`config.mk`:
```
export PLATFORM = sky130hd
export DESIGN_NAME = irq_ctrl_flat
export DESIGN_NICKNAME = d
export VERILOG_FILES = /design/src/rtl/irq_ctrl_pkg.sv /design/src/rtl/irq_ctrl_if.sv /design/src/rtl/irq_prio_enc.sv /design/src/rtl/irq_ctrl.sv /design/src/flat_wrapper.sv
export SDC_FILE = /design/constraint.sdc
export NUM_CORES = 1
export LEC_CHECK = 0
export ABC_AREA = 0
export ABC_CLOCK_PERIOD_IN_PS = 3600
export BUFFER_PORTS_ARGS = -buffer_cell sky130_fd_sc_hd__buf_2
export CAP_MARGIN = 15
export CORE_MARGIN = 2
export CORE_UTILIZATION = 37
export DETAILED_ROUTE_END_ITERATION = 7
export PLACE_DENSITY = 0.61
export SLEW_MARGIN = 20
export SYNTH_ARGS = -nofsm -noshare
export SYNTH_HDL_FRONTEND = slang
export SYNTH_SLANG_ARGS = --single-unit
```
`constraint.sdc`:
```
create_clock -name CLK -period 3.6 [get_ports CLK]
set_clock_uncertainty 0.15 [all_clocks]
set_input_delay 0.36 -clock CLK [delete_from_list [all_inputs] [get_ports CLK]]
set_output_delay 0.36 -clock CLK [all_outputs]
set_load 0.01 [all_outputs]
```
`src/rtl/irq_ctrl_pkg.sv`:
```
// Shared types and helpers for the irq_ctrl interrupt controller.
// Optional build macro: IRQ_CTRL_EDGE_DETECT_EN (level inputs, rising-edge capture).
package irq_ctrl_pkg;

    typedef enum logic [1:0] {
        ST_IDLE    = 2'd0,
        ST_REQ     = 2'd1,
        ST_SERVICE = 2'd2
    } irq_state_e;

    localparam int N_SRC_DEF = 4;
    localparam int MAX_SRC   = 16;
    localparam int IDX_W     = 4;

    // Index of the lowest set bit; 0 when the vector is empty.
    function automatic logic [IDX_W-1:0] lowest_set(input logic [MAX_SRC-1:0] v);
        logic [IDX_W-1:0] idx;
        idx = '0;
        for (int i = MAX_SRC - 1; i >= 0; i--) begin
            if (v[i]) idx = IDX_W'(i);
        end
        return idx;
    endfunction

endpackage

```
`src/rtl/irq_ctrl_if.sv`:
```
// Peripheral/CPU-facing signal bundle of irq_ctrl; master drives requests and
// handshakes, slave is the controller.
interface irq_ctrl_if
    import irq_ctrl_pkg::*;
#(
    parameter int N_SRC = N_SRC_DEF
);
    localparam int VEC_W = $clog2(N_SRC);

    logic [N_SRC-1:0] IRQ_IN;
    logic [N_SRC-1:0] IE_WDATA;
    logic             IE_WE;
    logic             INTA;
    logic             RETI;
    logic             IRQ;
    logic [VEC_W-1:0] VECTOR;
    logic [N_SRC-1:0] PENDING;
    logic             BUSY;

    modport master (
        output IRQ_IN, IE_WDATA, IE_WE, INTA, RETI,
        input  IRQ, VECTOR, PENDING, BUSY
    );

    modport slave (
        input  IRQ_IN, IE_WDATA, IE_WE, INTA, RETI,
        output IRQ, VECTOR, PENDING, BUSY
    );

endinterface

```
`src/rtl/irq_prio_enc.sv`:
```
// Combinational fixed-priority encoder: lowest set index of active wins.
module irq_prio_enc
    import irq_ctrl_pkg::*;
#(
    parameter int N_SRC = N_SRC_DEF,
    parameter int VEC_W = $clog2(N_SRC)
) (
    input  logic [N_SRC-1:0] active,
    output logic [VEC_W-1:0] idx,
    output logic             any
);

    always_comb begin
        any = |active;
        idx = VEC_W'(lowest_set(MAX_SRC'(active)));
    end

endmodule

```
`src/rtl/irq_ctrl.sv`:
```
// Interrupt controller: pending capture, enable masking, fixed-priority arbitration
// and INTA/RETI handshake. Build macro IRQ_CTRL_EDGE_DETECT_EN enables edge capture.
module irq_ctrl
    import irq_ctrl_pkg::*;
#(
    parameter int N_SRC = N_SRC_DEF
) (
    input  logic      CLK,
    input  logic      RST_N,
    irq_ctrl_if.slave bus
);

    localparam int VEC_W = $clog2(N_SRC);

    logic [N_SRC-1:0] pending_q, pending_d;
    logic [N_SRC-1:0] ie_q, ie_d;
    irq_state_e       state_q, state_d;
    logic             irq_q, irq_d;
    logic             busy_q, busy_d;
    logic [VEC_W-1:0] vector_q, vector_d;

    logic [N_SRC-1:0] irq_evt;
    logic [N_SRC-1:0] active;
    logic [VEC_W-1:0] win_idx;
    logic             win_any;

`ifdef IRQ_CTRL_EDGE_DETECT_EN
    logic [N_SRC-1:0] irq_prev_q, irq_prev_d;

    assign irq_prev_d = bus.IRQ_IN;
    assign irq_evt    = bus.IRQ_IN & ~irq_prev_q;

    always_ff @(posedge CLK or negedge RST_N) begin
        if (!RST_N) irq_prev_q <= '0;
        else        irq_prev_q <= irq_prev_d;
    end
`else
    assign irq_evt = bus.IRQ_IN;
`endif

    assign active = pending_q & ie_q;

    irq_prio_enc #(
        .N_SRC (N_SRC),
        .VEC_W (VEC_W)
    ) u_prio_enc (
        .active (active),
        .idx    (win_idx),
        .any    (win_any)
    );

    always_comb begin
        // NOTE: every _d takes its hold value first, so no branch can leave one unassigned and infer a latch.
        pending_d = pending_q;
        ie_d      = bus.IE_WE ? bus.IE_WDATA : ie_q;
        state_d   = state_q;
        irq_d     = irq_q;
        busy_d    = busy_q;
        vector_d  = vector_q;

        case (state_q)
            ST_IDLE: begin
                if (win_any) begin
                    state_d  = ST_REQ;
                    irq_d    = 1'b1;
                    vector_d = win_idx;
                end
            end
            ST_REQ: begin
                if (bus.INTA) begin
                    pending_d[vector_q] = 1'b0;
                    state_d             = ST_SERVICE;
                    irq_d               = 1'b0;
                    busy_d              = 1'b1;
                end else if (!(ie_q[vector_q] && pending_q[vector_q])) begin
                    state_d = ST_IDLE;
                    irq_d   = 1'b0;
                end
            end
            ST_SERVICE: begin
                if (bus.RETI) begin
                    state_d = ST_IDLE;
                    busy_d  = 1'b0;
                end
            end
            default: begin
                state_d = ST_IDLE;
                irq_d   = 1'b0;
                busy_d  = 1'b0;
            end
        endcase

        // A new event in the acknowledge cycle must survive the clear.
        pending_d = pending_d | irq_evt;
    end

    // NOTE: sequential state uses non-blocking assignments so all flops update from pre-edge values.
    always_ff @(posedge CLK or negedge RST_N) begin
        if (!RST_N) begin
            pending_q <= '0;
            ie_q      <= '0;
            state_q   <= ST_IDLE;
            irq_q     <= 1'b0;
            busy_q    <= 1'b0;
            vector_q  <= '0;
        end else begin
            pending_q <= pending_d;
            ie_q      <= ie_d;
            state_q   <= state_d;
            irq_q     <= irq_d;
            busy_q    <= busy_d;
            vector_q  <= vector_d;
        end
    end

    assign bus.IRQ     = irq_q;
    assign bus.VECTOR  = vector_q;
    assign bus.PENDING = pending_q;
    assign bus.BUSY    = busy_q;

endmodule

```
`src/flat_wrapper.sv`:
```
// flat-port wrapper written by rule: the top's interface ports become plain ports
module irq_ctrl_flat import irq_ctrl_pkg::*;
#(
    parameter int N_SRC = N_SRC_DEF
)
  (CLK, RST_N, bus_IRQ_IN, bus_IE_WDATA, bus_IE_WE, bus_INTA, bus_RETI, bus_IRQ, bus_VECTOR, bus_PENDING, bus_BUSY);
  irq_ctrl_if #(.N_SRC(N_SRC)) bus_i ();
  input  logic CLK;
  input  logic RST_N;
  input wire logic [$bits(bus_i.IRQ_IN)-1:0] bus_IRQ_IN;
  input wire logic [$bits(bus_i.IE_WDATA)-1:0] bus_IE_WDATA;
  input wire logic [$bits(bus_i.IE_WE)-1:0] bus_IE_WE;
  input wire logic [$bits(bus_i.INTA)-1:0] bus_INTA;
  input wire logic [$bits(bus_i.RETI)-1:0] bus_RETI;
  output wire logic [$bits(bus_i.IRQ)-1:0] bus_IRQ;
  output wire logic [$bits(bus_i.VECTOR)-1:0] bus_VECTOR;
  output wire logic [$bits(bus_i.PENDING)-1:0] bus_PENDING;
  output wire logic [$bits(bus_i.BUSY)-1:0] bus_BUSY;
  assign bus_i.IRQ_IN = bus_IRQ_IN;
  assign bus_i.IE_WDATA = bus_IE_WDATA;
  assign bus_i.IE_WE = bus_IE_WE;
  assign bus_i.INTA = bus_INTA;
  assign bus_i.RETI = bus_RETI;
  assign bus_IRQ = bus_i.IRQ;
  assign bus_VECTOR = bus_i.VECTOR;
  assign bus_PENDING = bus_i.PENDING;
  assign bus_BUSY = bus_i.BUSY;
  irq_ctrl #(.N_SRC(N_SRC)) u_core (.CLK(CLK), .RST_N(RST_N), .bus(bus_i));
endmodule
```
==> summary.md, run 1 <==
| Metric | Value |
|---|---|
| Setup Fix Bufs, Post-CTS | 0 |
| Worst Path Arrival | between 1.5 and 2 ns |
| Final Total Pwr | 0.515 mW |
| # diodes | 0 |
| Post-Synth Simple-Gate Area | 12.7% |
| Floorplan row count | 14 |
| Setup crit end kind | flop |
| Initial core utilization | 40.0% |
| GRT Total Usage | 13.9% |
| Clock slew at reported path FFs | about 0.070 ns |
| Routed WL | between 1000 and 1500 microns |
| Footprint of the multi-input gates | 259 sq um |
| Initial DRC count | 3 |
| Num ports | 21 |
| Setup Crit Path Kind | flop to flop |
| Layout cell share with drive strength beyond 1 | 41.3% |
| Routability congestion estimate | between 0.7 and 0.8 |
| CP required | 3.67 ns |
| Die Ht | 44.6 microns |
| Via-per-instance ratio | 5.11 |
| RSZ-0062 raised after global routing | false |
| Syn nets | 64 |
| Mux cell area share after synthesis | 12.9% |
| Largest net degree at the start of global routing | 15 |
| Fillers | about 140 |
| TNS Setup | 0 ns |
| Final nets | 90 |
| Post-synthesis cell count | 51 |
| DRT Pass-1 Iters | 4 |
| Synth warnings | 0 |
| Worst-Margin Slew | 0.317 ns |
| Adder-Cell Fraction of Synth Area | 0% |
| Cell area after synthesis | 609 sq um |
| Initial antenna violation count | 0 |
| Cts bufs inserted | 3 |
| Crit path time final | roughly 1.5 ns |
| Max frequency | around 660 MHz |
| Synth Area in Compound Gates | 16.8% |
| CTS tree | done |
| Syn_area_per_cell | 11.9 sq um |
| Distinct cells, synth | 17 |
| Leak | approximately 0.35 nW |
| Slew margin rel. | 78.8% |
| Post-route ant nets | 0 |
| WL/cell | 12.5 microns |
| Setup crit start kind | flop |
| Sequential-to-total area share from yosys stat | 57.5% |
| Final setup fails | 0 |
| Die area | roughly 2000 sq um |
| FF/Latch Area | 350 sq um |
| CORE AREA | 1520 sq um |
| Max_cap viols | 0 |
| Synthesized flop and latch total | 14 |
| Max clock buf depth | 2 |
| Cts repair resizes | 0 |
| Crit Path Max Fanout | 7 |
| GRT overflow | 0 |
| Hpwl dp | 890 microns |
| Vias in the first global route | 443 |
| Outcome | completed |
| XOR/XNOR share of the synthesized area | 0% |
| Area grow syn2layout | 25.1% |
| Port buffer count | 20 |
| Final hold violation count | 0 |
| Clock Tree Root | clkbuf_4 |
| Final worst-path cycle share | a little over two fifths |
| Worst Hold Class | input port to flop |
| Horiz. Die Dim | 44.6 microns |
| Pwr dens | between 600 and 700 nW/um^2 |
| Peak supply drop | 333 uV |
| Clk_lat worst skew | 0.27 ns |
| Via Count | 465 |
| H-tree depth | 1 |
| First-pass GRT wire length | 1990 microns |
| Clock sink total | 14 |
| DRC viols | 0 |
| Slew Limit Fails | 0 |
| Main combinational cell family by area after synthesis | compound AO/OA/AOI/OAI gates |
==> Yosys cell counts <==
cell / number / area share [%]
mux4_2: 1 / 3.7
nor3_1: 1 / 0.82
a21boi_0: 1 / 1.2
nand3b_1: 2 / 2.5
nor2_1: 3 / 1.8
o21a_1: 1 / 1.2
nand2b_1: 1 / 1.0
a21o_2: 1 / 1.4
nand3_1: 2 / 1.6
mux2_2: 5 / 9.2
a21oi_1: 3 / 2.5
dfrtp_1: 14 / 57
o41ai_1: 1 / 1.4
o21ai_0: 1 / 0.82
o31ai_2: 1 / 2.1
nand2_1: 8 / 4.9
a21o_1: 5 / 6.2
==> layout make-up <==
cell class | count | share of cell area, %
repair buffers | 21 | 14.4
well taps | 16 | 2.63
clock buffers | 3 | 2.96
flip-flops and latches | 14 | 46.0
multi-input cells | 37 | 34.0
==> flip-flops by register name, summed over array words and instances, names as in the netlist <==
| register | flops |
|---|---|
| u_core.bus.BUSY | 1 |
| u_core.bus.IRQ | 1 |
| u_core.bus.PENDING | 4 |
| u_core.bus.VECTOR | 2 |
| u_core.ie_q | 4 |
| u_core.state_q | 2 |
==> metal layers <==
| layer | routed length (microns) | global-route usage (%) |
|---|---|---|
| met4 | 24 | 5.45 |
| met2 | 547 | 21.7 |
| met5 | 0 | 0 |
| met1 | 509 | 19.1 |
| met3 | 52 | 2.45 |
==> report_power, final <==
group / switching [mW] / total [mW] / internal [mW]
registers: 0.0522 / 0.254 / 0.202
logic: 0.0828 / 0.177 / 0.0940
clock network: 0.0456 / 0.0844 / 0.0388
total: 0.181 / 0.515 / 0.335
==> stage by stage <==
step           instance area (sq um)  hold WS, ns  setup WS [ns]  cells  utilization, %
2_1_floorplan                    609      -0.0856           2.08     51               -
3_3_place_gp                     729        0.121           2.11     87            47.9
3_5_place_dp                     729        0.126           2.09     87            47.9
4_1_cts                          762        0.108           2.07     91            50.0
5_1_grt                          762        0.107           2.00     91            50.0
6_report                         762        0.113           2.08     91            50.0
==> worst max-delay path, stage by stage (launching register included) <==
cell and delay (ns):
dfrtp_1 0.45, mux4_2 0.55, o31ai_2 0.18, a21o_1 0.13
==> repair_timing <==
action / 4_1_cts / 5_1_grt
hold buffers: 1 / 0
endpoints found under the setup margin: 0 / 0
hold endpoints to repair: 14 / 0
==> cells in the final DEF, fill, tap and decap left out <==
cell | synthesis | layout
buf_2 | 0 | 20
dfrtp_1 | 14 | 14
nand2_1 | 8 | 8
a21o_1 | 5 | 5
mux2_2 | 5 | 5
nor2_1 | 3 | 3
a21oi_1 | 3 | 3
clkbuf_4 | 0 | 3
nand3b_1 | 2 | 2
nand3_1 | 2 | 2
o41ai_1 | 1 | 1
nand2b_1 | 1 | 1
a21o_2 | 1 | 1
a21boi_0 | 1 | 1
o21a_1 | 1 | 1
o21ai_0 | 1 | 1
mux4_2 | 1 | 1
nor3_1 | 1 | 1
o31ai_2 | 1 | 1
dlygate4sd3_1 | 0 | 1
==> cells by family after synthesis <==
| kind of cell | after synthesis |
|---|---|
| simple gates | 17 |
| compound gates | 14 |
| flops | 14 |
| mux | 6 |
==> worst paths after layout <==
kind | from | to | slack (ns) | depth (start not counted)
worst max-delay path | u_core.bus.VECTOR[1]$_DFFE_PN0P_ | u_core.bus.IRQ$_DFFE_PN0P_ | 2.08 | 3
worst min register to register | u_core.bus.IRQ$_DFFE_PN0P_ | u_core.bus.IRQ$_DFFE_PN0P_ | 0.32 | 1
min in group asynchronous | RST_N | u_core.state_q[0]$_DFFE_PN0P_ | 0.35 | 2
worst min-delay path | bus_IRQ_IN[3] | u_core.bus.PENDING[3]$_DFF_PN0_ | 0.11 | 2
worst max register to register | u_core.bus.VECTOR[1]$_DFFE_PN0P_ | u_core.bus.IRQ$_DFFE_PN0P_ | 2.08 | 3
max in group asynchronous | RST_N | u_core.bus.PENDING[1]$_DFF_PN0_ | 2.71 | 2
Power figures use the tool's default switching activity.
==> inputs of run 2 (changes only) <==
- ABC_CLOCK_PERIOD_IN_PS: 3600 -> 1500
- clock period: 3.6 -> 1.5 ns (I/O delays scaled with it)
==> summary.md, run 2 (synthesized netlist as in run 1, its figures left out) <==
| Metric | Value |
|---|---|
| CP required | 1.58 ns (was 3.67 ns) |
| Slew margin rel. | 79.4% (was 78.8%) |
| Top layer in use | met4 (unchanged) |
| Pwr dens | 1510 nW/um^2 (was 676 nW/um^2) |
| FF/Latch Area | 352 sq um (was 350 sq um) |
| Worst-Margin Slew | 0.307 ns (was 0.317 ns) |
| Clock slew at reported path FFs | 0.08 ns (was 0.07 ns) |
| Clock Tree Root | clkbuf_4 (unchanged) |
| Floorplan row count | 14 (unchanged) |
| R2r startpoint | u_core.bus.PENDING[1]$_DFF_PN0_ (was u_core.bus.VECTOR[1]$_DFFE_PN0P_) |
| Peak supply drop | 764 uV (was 333 uV) |
| Hpwl dp | 925 microns (was 890 microns) |
| Max_cap viols | 0 (unchanged) |
| Max clock buf depth | 2 (unchanged) |
| Clock sink total | 14 (unchanged) |
| Final critical-path setup slack | 0.0247 ns (was 2.08 ns) |
| Initial antenna violation count | 0 (unchanged) |
| Slew Limit Fails | 0 (unchanged) |
| Footprint of the multi-input gates | 269 sq um (was 259 sq um) |
| Combinational power share | 41.1% (was 34.3%) |
| Final setup fails | 0 (unchanged) |
| Via-per-instance ratio | 4.85 (was 5.11) |
| Leak | 0.421 nW (was 0.353 nW) |
| RSZ-0062 raised after global routing | true (was false) |
| Vias in the first global route | 505 (was 443) |
| Max frequency | 678 MHz (was 657 MHz) |
| Outcome | completed (unchanged) |
| Setup crit start kind | flop (unchanged) |
| Post-route ant nets | 0 (unchanged) |
| Final nets | 105 (was 90) |
| H-tree depth | 1 (unchanged) |
| Reg power frac | 42.8% (was 49.3%) |
| Num ports | 21 (unchanged) |
| GRT Total Usage | 15.6% (was 13.9%) |
| DRC viols | 0 (unchanged) |
| Design area | 912 sq um (was 762 sq um) |
| # diodes | 0 (unchanged) |
| Hold slack | 0.0270 ns (was 0.113 ns) |
| Net Sw Frac | 34.5% (was 35.0%) |
| Placed insts | 92 (was 87) |
| Commonest non-fill, non-tap cell in the layout | buf_2 (unchanged) |
| Fillers | 144 (unchanged) |
| CTS tree | done (unchanged) |
| Largest net degree at the start of global routing | 15 (unchanged) |
| WL/cell | 12.5 microns (about the same) |
| First-pass GRT wire length | 2150 microns (was 1990 microns) |
| Initial core utilization | 40.0% (unchanged) |
| Final Total Pwr | 1.37 mW (was 0.515 mW) |
| Area grow syn2layout | 49.7% (was 25.1%) |
| Die Ht | 44.6 microns (unchanged) |
| Setup crit end kind | flop (unchanged) |
| Horiz. Die Dim | 44.6 microns (unchanged) |
| Die area | 1990 sq um (unchanged) |
| Routability congestion estimate | 0.798 (was 0.767) |
| Placed Area | 768 sq um (was 729 sq um) |
| Cts bufs inserted | 3 (unchanged) |
| Layout cell share with drive strength beyond 1 | 45.1% (was 41.3%) |
| Port buffer count | 20 (unchanged) |
| CP startpoint | u_core.bus.PENDING[1]$_DFF_PN0_ (was u_core.bus.VECTOR[1]$_DFFE_PN0P_) |
| WL met1 | 589 microns (was 509 microns) |
| Clock Power Share | 16.1% (was 16.4%) |
| CORE AREA | 1520 sq um (unchanged) |
| Crit Path Max Fanout | 3 (was 7) |
| Final core occ | 59.9% (was 50.0%) |
| Final worst-path cycle share | 98.4% (was 42.3%) |
| Commonest non-fill, non-tap cells in the layout | buf_2 (20), dfrtp_1 (13), dlygate4sd3_1 (10) (was buf_2 (20), dfrtp_1 (14), nand2_1 (8)) |
| Via Count | 519 (was 465) |
| Clk_lat worst skew | 0.28 ns (was 0.27 ns) |
| Worst slack, placed | 0.0318 ns (was 2.09 ns) |
| Wire length on met2 | 671 microns (was 547 microns) |
| Initial DRC count | 3 (unchanged) |
| Worst Hold Class | input port to flop (unchanged) |
| Finished Layout Cells | 107 (was 91) |
| Crit path time final | 1.48 ns (was 1.52 ns) |
| P_int | 0.901 mW (was 0.335 mW) |
| Worst Path Arrival | 1.55 ns (was 1.59 ns) |
| Met3 WL | 64 microns (was 52 microns) |
| P_sw | 0.474 mW (was 0.181 mW) |
| Final hold violation count | 0 (unchanged) |
| Routed WL | 1340 microns (was 1130 microns) |
| HP Start | bus_IE_WE (was bus_IRQ_IN[3]) |
| Setup Crit Path Kind | flop to flop (unchanged) |
| TNS Setup | 0 ns (unchanged) |
| DRT Pass-1 Iters | 4 (unchanged) |
| GRT overflow | 0 (unchanged) |
run 2: critical path, cell delays in order (launching register included):
cell and delay, ns:
dfrtp_1 0.38, nand2_2 0.07, mux4_2 0.49, o31ai_2 0.19, a21o_1 0.13
run 2: routing by layer:
metal	vias to the layer above	track usage, %
met5	-	0
met2	15	25.5
met3	2	3.67
li1	265	-
met1	237	19.3
met4	0	7.27
run 2: worst paths after layout:
check                                                         to  slack [ns]  cells past startpoint
worst max-delay path                  u_core.bus.IRQ$_DFFE_PN0P_        0.02                      4
worst min-delay path                  u_core.ie_q[1]$_DFFE_PN0P_        0.03                      2
worst max register to register        u_core.bus.IRQ$_DFFE_PN0P_        0.02                      4
worst min register to register        u_core.bus.IRQ$_DFFE_PN0P_        0.33                      1
max in group asynchronous       u_core.bus.VECTOR[1]$_DFFE_PN0P_        0.81                      2
min in group asynchronous       u_core.bus.VECTOR[0]$_DFFE_PN0P_        0.13                      2
run 2: cell type report:
type	instances	area share (%)
timing repair buffer	36	26.9
sequential	14	38.5
multi-input combinational	37	29.5
clock buffer	4	2.88
tap	16	2.19
run 2: power by group through the flow:
stage / Sequential, mW / Combinational (mW) / Clock, mW
CTS: 0.586 / 0.556 / 0.230
floorplan: 0.634 / 0.263 / 0
global placement: 0.593 / 0.532 / 0
detailed placement: 0.594 / 0.536 / 0
finish: 0.589 / 0.565 / 0.221
global route: 0.606 / 0.625 / 0.243
run 2: timing repair:
action | 4_1_cts | 5_1_grt
setup endpoints to repair | 0 | 2
hold buffers | 10 | 0
buffers inserted | 0 | 1
resized for setup | 0 | 3
endpoints found under the hold margin | 23 | 0
